==> src/rtl/seg_scan_driver.sv <==
// Time-multiplexed driver for a 4-digit active-low 7-segment display with a dead-time blank
// at the start of each digit slot. Optional min0 dp blink is enabled by SEG_SCAN_DP_BLINK_EN.
module seg_scan_driver #(
   parameter int unsigned SCAN_DIV = 50000,
   parameter int unsigned DEAD     = 500
) (
   input  logic       clk,
   input  logic       reset,
   input  logic       en,
   input  logic       tick,
   input  logic [7:0] sec0,
   input  logic [7:0] sec1,
   input  logic [7:0] min0,
   input  logic [7:0] min1,
   output logic [7:0] seg,
   output logic [3:0] dig,
   output logic       frame
);

   localparam logic [23:0] CntLast = 24'(SCAN_DIV - 1);
   localparam logic [23:0] DeadCnt = 24'(DEAD);

   typedef enum logic {StBlank, StShow} state_e;

   logic [23:0]     cnt_q, cnt_d;
   logic [1:0]      idx_q, idx_d;
   logic [3:0][7:0] snap_q, snap_d;
   logic [7:0]      seg_d;
   logic [3:0]      dig_d;
   logic            frame_d;
   logic            load;
   state_e          state;

   assign state = (cnt_q < DeadCnt) ? StBlank : StShow;
   assign load  = en && (cnt_q == 24'd0) && (idx_q == 2'd0);

   // State register
   always_ff @(posedge clk) begin
      if (reset) begin
         cnt_q  <= 24'd0;
         idx_q  <= 2'd0;
         snap_q <= {4{8'hFF}};
         seg    <= 8'hFF;
         dig    <= 4'b1111;
         frame  <= 1'b0;
      end else begin
         cnt_q  <= cnt_d;
         idx_q  <= idx_d;
         snap_q <= snap_d;
         seg    <= seg_d;
         dig    <= dig_d;
         frame  <= frame_d;
      end
   end

   // Next-state logic
   always_comb begin
      cnt_d  = cnt_q;
      idx_d  = idx_q;
      snap_d = snap_q;
      if (!en) begin
         cnt_d = 24'd0;
         idx_d = 2'd0;
      end else if (cnt_q == CntLast) begin
         cnt_d = 24'd0;
         idx_d = idx_q + 2'd1;
      end else begin
         cnt_d = cnt_q + 24'd1;
      end
      if (load) begin
         snap_d = {min1, min0, sec1, sec0};
      end
   end

`ifdef SEG_SCAN_DP_BLINK_EN
   logic toggle_q;

   always_ff @(posedge clk) begin
      if (reset) begin
         toggle_q <= 1'b0;
      end else if (tick) begin
         toggle_q <= ~toggle_q;
      end
   end
`else
   logic unused_tick;
   assign unused_tick = tick;
`endif

   // Output decode; snap_d bypasses the load so a DEAD=0 first slot shows fresh data
   always_comb begin
      seg_d   = 8'hFF;
      dig_d   = 4'b1111;
      frame_d = 1'b0;
      if (en) begin
         frame_d = (cnt_q == CntLast) && (idx_q == 2'd3);
         if (state == StShow) begin
            dig_d[idx_q] = 1'b0;
            seg_d        = snap_d[idx_q];
`ifdef SEG_SCAN_DP_BLINK_EN
            if (idx_q == 2'd2) begin
               seg_d[7] = ~toggle_q;
            end
`endif
         end
      end
   end

endmodule

==> config.mk <==
export PLATFORM = sky130hd
export DESIGN_NAME = seg_scan_driver
export DESIGN_NICKNAME = d
export VERILOG_FILES = /design/src/rtl/seg_scan_driver.sv
export SDC_FILE = /design/constraint.sdc
export NUM_CORES = 1
export LEC_CHECK = 0
export BUFFER_PORTS_ARGS = -buffer_cell sky130_fd_sc_hd__buf_2
export CAP_MARGIN = 10
export CORE_MARGIN = 10
export CORE_UTILIZATION = 35
export CTS_CLUSTER_DIAMETER = 150
export CTS_CLUSTER_SIZE = 10
export DETAILED_ROUTE_END_ITERATION = 8
export GPL_TIMING_DRIVEN = 0
export PLACE_DENSITY_LB_ADDON = 0.25
export RECOVER_POWER = 25
export SYNTH_ARGS = -nofsm -noshare
export SYNTH_HDL_FRONTEND = slang
export SYNTH_SLANG_ARGS = --single-unit
export TNS_END_PERCENT = 5
==> constraint.sdc <==
create_clock -name clk -period 3.35 [get_ports clk]
set_clock_uncertainty 0.15 [all_clocks]
set_input_delay 0.67 -clock clk [delete_from_list [all_inputs] [get_ports clk]]
set_output_delay 0.67 -clock clk [all_outputs]
set_load 0.03 [all_outputs]
Word level (Yosys, flattened, before mapping). Index checks and enable logic that the tools add are counted.

Output and inout bits: 13. Register bits after elaboration: 71. Input bits: 36. Word-level logic and storage cells: 32.

Bitwise gates (word level): 2. Add/sub/neg operators: 2. Mux-type cells: 5. Magnitude comparators: 3. Reductions and logical operators: 9. Eq/ne operators: 2.

Operators by type and width (number): two-way mux 32 bit (1); adder 24 x 1 -> 24 bit, second input constant (1); == test 24 x 16 -> 1 bit, second input constant (1); zero test 24 bit (1); less-than comparator 24 x 9 -> 1 bit, second input constant (1); binary-select mux 8 bit (select 2 bit) (1); two-way mux 8 bit (1); OR reduction 3 bit (2); logical AND 1 bit (4); NOT 4 bit (1); less-than comparator 2 x 3 -> 1 bit, second input constant (1); adder 2 x 1 -> 2 bit, second input constant (1); demux 1 bit (select 2 bit) (1); == test 2 bit, second input constant (1); greater-or-equal comparator 2 x 1 -> 1 bit, second input constant (1); zero test 2 bit (1); OR reduction 2 bit (1); two-way mux 1 bit (1); NOT 1 bit (1).

Logic depth before layout (Yosys ltp).
Word-level depth: 6. Mapped depth: 9. Gate-level depth less buffers: 6.

Least setup slack after synthesis. Ideal clock, no wire load.

Path kind: reg2reg. Start point: reg idx_q[1]. End point: reg snap_q[0] (netlist bit). Library setup time: 0.120 ns. Clock period less this slack: 2.365 ns. Arrival time: 2.096 ns. Path buffers: 3. Data required time: 3.080 ns. Stages on the path, launching flop included: 10. Slack: 0.985 ns. Cells stage by stage: dfxtp_1 -> clkbuf_1 -> clkbuf_1 -> inv_1 -> ha_1 -> and3_1 -> nand3_1 -> nor3_2 -> buf_2 -> a211o_1.

Longest elaborated chain between the ends: 3.

RTL lines: start: declaration (RTL line 26) `logic [1:0] idx_q, idx_d;`; start signal: assignment (RTL line 48) `idx_q <= idx_d;`; zero test 2 bit (RTL line 35) `assign load = en && (cnt_q == 24'd0) && (idx_q == 2'd0);`; logical AND 1 bit (RTL line 35); two-way mux 32 bit (RTL line 70) `if (load) begin`; end signal: assignment (RTL line 42) `snap_q <= {4{8'hFF}};`; end signal: assignment (RTL line 49) `snap_q <= snap_d;`; end: declaration (RTL line 27) `logic [3:0][7:0] snap_q, snap_d;`.

Every way passes these cells. A chain may end at the register's enable or synchronous reset.

Worst setup path after layout.
Start point: reg idx_q[1]. End point: reg seg[5].

Longest elaborated chain between the ends: 5.

RTL lines: zero test 2 bit (RTL line 35); logical AND 1 bit (RTL line 35); two-way mux 32 bit (RTL line 70); binary-select mux 8 bit (select 2 bit) (*) (RTL line 99) `seg_d = snap_d[idx_q];`; two-way mux 8 bit (not written as such) (*) (RTL line 99); end signal: assignment (RTL line 50) `seg <= seg_d;`; end: declaration (RTL line 15) `output logic [7:0] seg,`.

Every way passes the cells marked *; elsewhere a longest branch is shown, timed or not. The select of a mux whose other input is x is not followed.

==> impl_results.html <==
<table>
<tr><th>Metric</th><th>Value</th></tr>
<tr><th colspan="2">Outcome</th></tr>
<tr><td>Outcome</td><td>finished clean</td></tr>
<tr><th colspan="2">Synthesis</th></tr>
<tr><td>Top cell type's share of synthesized area</td><td>39.90%</td></tr>
<tr><td>Portion of the post-synthesis area used by sequential elements</td><td>39.90%</td></tr>
<tr><td>Synthesis-stage register bit count</td><td>71</td></tr>
<tr><td>Number of warnings printed during yosys synthesis</td><td>0</td></tr>
<tr><td>Combined area of all synthesized cells</td><td>0.003562 mm2</td></tr>
<tr><td>Number of cells produced by synthesis</td><td>349</td></tr>
<tr><td>Post-synthesis net count</td><td>391</td></tr>
<tr><td>Number of distinct library cell variants in the gate-level netlist after synthesis</td><td>41</td></tr>
<tr><td>Avg Inst Size Synth</td><td>10.21 um2</td></tr>
<tr><td>Cell types with the largest area share after synthesis</td><td>dfxtp_1, mux4_2, a211o_1</td></tr>
<tr><td>Largest area contributor in the netlist</td><td>dfxtp_1</td></tr>
<tr><th colspan="2">Setup path</th></tr>
<tr><td>Cell at the slowest stage of the critical path</td><td>clkbuf_1</td></tr>
<tr><td>Startpoint of the most critical setup path</td><td>idx_q[1]</td></tr>
<tr><td>Reg2reg start</td><td>idx_q[1]</td></tr>
<tr><td>Startpoint type of the worst setup path</td><td>register</td></tr>
<tr><td>End of the worst register-to-register path</td><td>seg[5]</td></tr>
<tr><td>Most Frequent Cell on Critical Path</td><td>clkbuf_1</td></tr>
<tr><td>Maximum fanout encountered on the critical timing path</td><td>10</td></tr>
<tr><td>CP endpoint kind</td><td>register</td></tr>
<tr><td>CP arrival</td><td>3.15 ns</td></tr>
<tr><td>Worst path max stage delay</td><td>0.56 ns</td></tr>
<tr><td>Cell count of the worst reg-to-reg path</td><td>9</td></tr>
<tr><td>Ordered cell list for the critical path</td><td>clkbuf_2 -&gt; clkbuf_1 -&gt; inv_1 -&gt; ha_1 -&gt; and3_1 -&gt; nand3_1 -&gt; clkbuf_1 -&gt; nor4_1 -&gt; o21ai_0</td></tr>
<tr><td>Worst R2R Setup Slack</td><td>0.29 ns</td></tr>
<tr><td>Critical path type</td><td>reg2reg</td></tr>
<tr><td>Required time at the worst-slack endpoint</td><td>3.45 ns</td></tr>
<tr><th colspan="2">STA</th></tr>
<tr><td>Sum Neg Setup Slack</td><td>0 ns</td></tr>
<tr><td>Final worst path period need</td><td>3.056 ns</td></tr>
<tr><td>Hold WS</td><td>0.3428 ns</td></tr>
<tr><td>Slew HR</td><td>51.43%</td></tr>
<tr><td>Period utilization</td><td>91.24%</td></tr>
<tr><td>Maximum achievable frequency</td><td>327.2 MHz</td></tr>
<tr><td>Slew of the pin with the lowest slew margin</td><td>0.7209 ns</td></tr>
<tr><td>Post-layout worst setup margin</td><td>0.2936 ns</td></tr>
<tr><td>Number of max-slew violations in the final report</td><td>0</td></tr>
<tr><td>Setup repair after global routing missed its margin</td><td>false</td></tr>
<tr><td>Hold Fails Final Rpt</td><td>0</td></tr>
<tr><td>Number of failing setup endpoints in the final timing report</td><td>0</td></tr>
<tr><th colspan="2">CTS</th></tr>
<tr><td>Total number of clock tree sinks</td><td>71</td></tr>
<tr><td>Clock-pin transition on the worst setup and hold timing paths</td><td>0.07 ns</td></tr>
<tr><td>Clock tree from TritonCTS</td><td>yes</td></tr>
<tr><td>Number of buffers added by the clock tree synthesis step</td><td>9</td></tr>
<tr><td>Setup fix buffers added after clock tree synthesis</td><td>0</td></tr>
<tr><td>H-tree level count</td><td>3</td></tr>
<tr><td>Clock tree root driver cell</td><td>clkbuf_8</td></tr>
<tr><td>Source-to-sink clock delay at the later pin of the worst-skew pair</td><td>0.34 ns</td></tr>
<tr><td>Hold-fix buffers at CTS</td><td>0</td></tr>
<tr><td>Quantity of gates resized following cts</td><td>0</td></tr>
<tr><td>Number of buffers on the longest clock path</td><td>2</td></tr>
<tr><th colspan="2">Routing</th></tr>
<tr><td>Via count</td><td>3074</td></tr>
<tr><td>First DRT Iteration DRCs</td><td>224</td></tr>
<tr><td>Routed wire length per instance</td><td>18.82 um</td></tr>
<tr><td>Drt first pass iters</td><td>4</td></tr>
<tr><td>Number of vias per cell</td><td>5.651</td></tr>
<tr><td>DRC viols</td><td>0</td></tr>
<tr><td>Final antenna-violating net count</td><td>0</td></tr>
<tr><td>Post-Route WL</td><td>10240 um</td></tr>
<tr><th colspan="2">Floorplan</th></tr>
<tr><td>Die Y-Extent</td><td>120.9 um</td></tr>
<tr><td>Number of core rows</td><td>36</td></tr>
<tr><td>I/O pin total</td><td>49</td></tr>
<tr><td>Die outline area</td><td>0.01461 mm2</td></tr>
<tr><td>Die Span X</td><td>120.9 um</td></tr>
<tr><td>Initial cell density of the core</td><td>36.11%</td></tr>
<tr><td>Area of the core</td><td>0.009864 mm2</td></tr>
<tr><th colspan="2">Placed design</th></tr>
<tr><td>Setup Slack @ Placement</td><td>0.08912 ns</td></tr>
<tr><td>Routability Congestion</td><td>0.8023</td></tr>
<tr><td>Placed standard-cell area</td><td>0.003959 mm2</td></tr>
<tr><td>Placed wire-length estimate after detailed placement</td><td>7211 um</td></tr>
<tr><td>Port Buf Inserts</td><td>46</td></tr>
<tr><th colspan="2">Cells and area</th></tr>
<tr><td>Net count reported at finish</td><td>449</td></tr>
<tr><td>Final non-filler cell area</td><td>0.004101 mm2</td></tr>
<tr><td>Fill count</td><td>1009</td></tr>
<tr><td>Area used by multi-input combinational logic</td><td>0.001918 mm2</td></tr>
<tr><td>Sequential cell area</td><td>0.001421 mm2</td></tr>
<tr><td>Share of cells above drive strength 1</td><td>22.87%</td></tr>
<tr><td>Layout overhead on the synthesized area</td><td>15.14%</td></tr>
<tr><td>Ant diodes</td><td>0</td></tr>
<tr><th colspan="2">Pwr</th></tr>
<tr><td>Power density of the placed cells</td><td>407.5 mW/mm2</td></tr>
<tr><td>Worst-case vdd ir drop</td><td>194.9 uV</td></tr>
<tr><td>LEAKAGE</td><td>0.001446 uW</td></tr>
<tr><td>Total chip power</td><td>1671 uW</td></tr>
<tr><th colspan="2">Global routing</th></tr>
<tr><td>Overall Global Routing Usage</td><td>13.86%</td></tr>
<tr><td>Gr ovfl total</td><td>0</td></tr>
<tr><td>Via count of the first global-routing pass</td><td>3104</td></tr>
<tr><td>Largest net degree at the start of global routing</td><td>12</td></tr>
<tr><td>Number of antenna violations at the first check in global routing</td><td>0</td></tr>
<tr><td>Wire length of the first global-routing pass</td><td>16390 um</td></tr>
<tr><th colspan="2">Hold path</th></tr>
<tr><td>Min-Delay Path Class</td><td>reg2reg</td></tr>
<tr><td>Worst hold endpoint</td><td>cnt_q[23]</td></tr>
<tr><td>Start point of the worst hold path</td><td>cnt_q[23]</td></tr>
<tr><td>Number of cells traversed by the worst hold path</td><td>2</td></tr>
<tr><th colspan="2">Flow run</th></tr>
<tr><td>Number of max-capacitance violations reported</td><td>0</td></tr>
</table>
## cells in the mapped netlist
library cell and n:
buf_4 1, and4_1 5, mux4_2 16, o31ai_1 5, a211o_1 32, a31oi_1 9
nand4bb_1 1, and2_1 1, nor2b_1 1, nand4_4 1, buf_6 5, nand3_1 10
xor2_1 5, or3_1 5, nor2_1 16, buf_2 16, dfxtp_1 71, o31a_1 32
o211ai_1 1, o21ai_0 15, xnor2_1 7, or4b_2 1, or4_2 1, clkbuf_1 14
nand4_1 8, ha_1 6, nor4_1 12, or4b_1 1, nand2_1 12, buf_1 1
and4_2 1, nand2b_1 1, o21ai_1 1, nor3_2 2, a31o_2 1, or4_1 4
nor4_2 2, a21oi_1 12, inv_1 6, nor3_1 3, and3_1 5
## cell usage in the layout, fill, tap and decap left out, drive strengths merged, types with 6 or more instances in the layout
| cell | netlist | routed |
|---|---|---|
| inv | 6 | 6 |
| a21oi | 12 | 12 |
| clkbuf | 14 | 41 |
| nor2 | 16 | 16 |
| mux4 | 16 | 16 |
| a211o | 32 | 32 |
| nor4 | 14 | 14 |
| ha | 6 | 6 |
| dfxtp | 71 | 71 |
| buf | 23 | 54 |
| xnor2 | 7 | 7 |
| and4 | 6 | 6 |
| a31oi | 9 | 9 |
| nand4 | 9 | 9 |
| nand3 | 10 | 10 |
| o31a | 32 | 32 |
| nand2 | 12 | 12 |
| o21ai | 16 | 16 |
## per-stage QoR
step,util (%),instances
final,41.58,544
after detailed placement,40.13,528
after CTS,41.79,543
after global routing,41.58,544
after floorplan,-,349
after global placement,40.13,528
## routing by layer
| layer | vias to the layer above | share of wire (%) | global-route usage [%] |
|---|---|---|---|
| li1 | 1473 | - | - |
| met1 | 1525 | 47 | 17.63 |
| met2 | 65 | 48 | 23.16 |
| met3 | 11 | 4.1 | 3.304 |
| met4 | 0 | 1.2 | 3.092 |
| met5 | - | 0 | 0 |
## registers in the layout (all words and copies together) (netlist names)
signal / count
idx_q: 2
frame: 1
dig: 4
snap_q: 32
seg: 8
cnt_q: 24
## cell type report
class                   count  area share [%]
well taps                 133           4.057
plain buffers              37           4.637
repair buffers             47           5.339
flip-flops and latches     71           34.66
multi-input cells         235           46.77
inverters                   6          0.5491
clock buffers              11           3.447
clock inverters             4          0.5491
## cells by family (layout without fill, tap and decap cells)
family	after synthesis	count (layout)	share of synthesized area (%)
and+or+nand+nor	93	93	15.91
AOI/OAI and AO/OA	108	108	22.76
muxes	16	16	10.12
buffers and inverters	43	105	6.252
DFF	71	71	39.90
xor gates and xnor gates	12	12	2.950
adders and majority gates	6	6	2.107
## critical path: cells and delay by family, from the launching register on
family	cells	cell delay, ns
and+or+nand+nor	3	0.52
AOI/OAI and AO/OA	1	0.24
DFF	1	0.36
buffers and inverters	4	1.48
adders and majority gates	1	0.23
## worst max path at each step
stage,to
after detailed placement,seg[5]
after floorplan,snap_q[0]
final,seg[5]
after global routing,seg[1]
after CTS,seg[5]
after global placement,seg[4]
## power by group
part	switching, uW	internal (uW)	leakage [uW]	total, uW
combinational	85.7	91.9	0.000780	178
clock	317	281	0.0000850	599
sequential	17.7	878	0.000581	895
(Power assumes the default switching activity.)
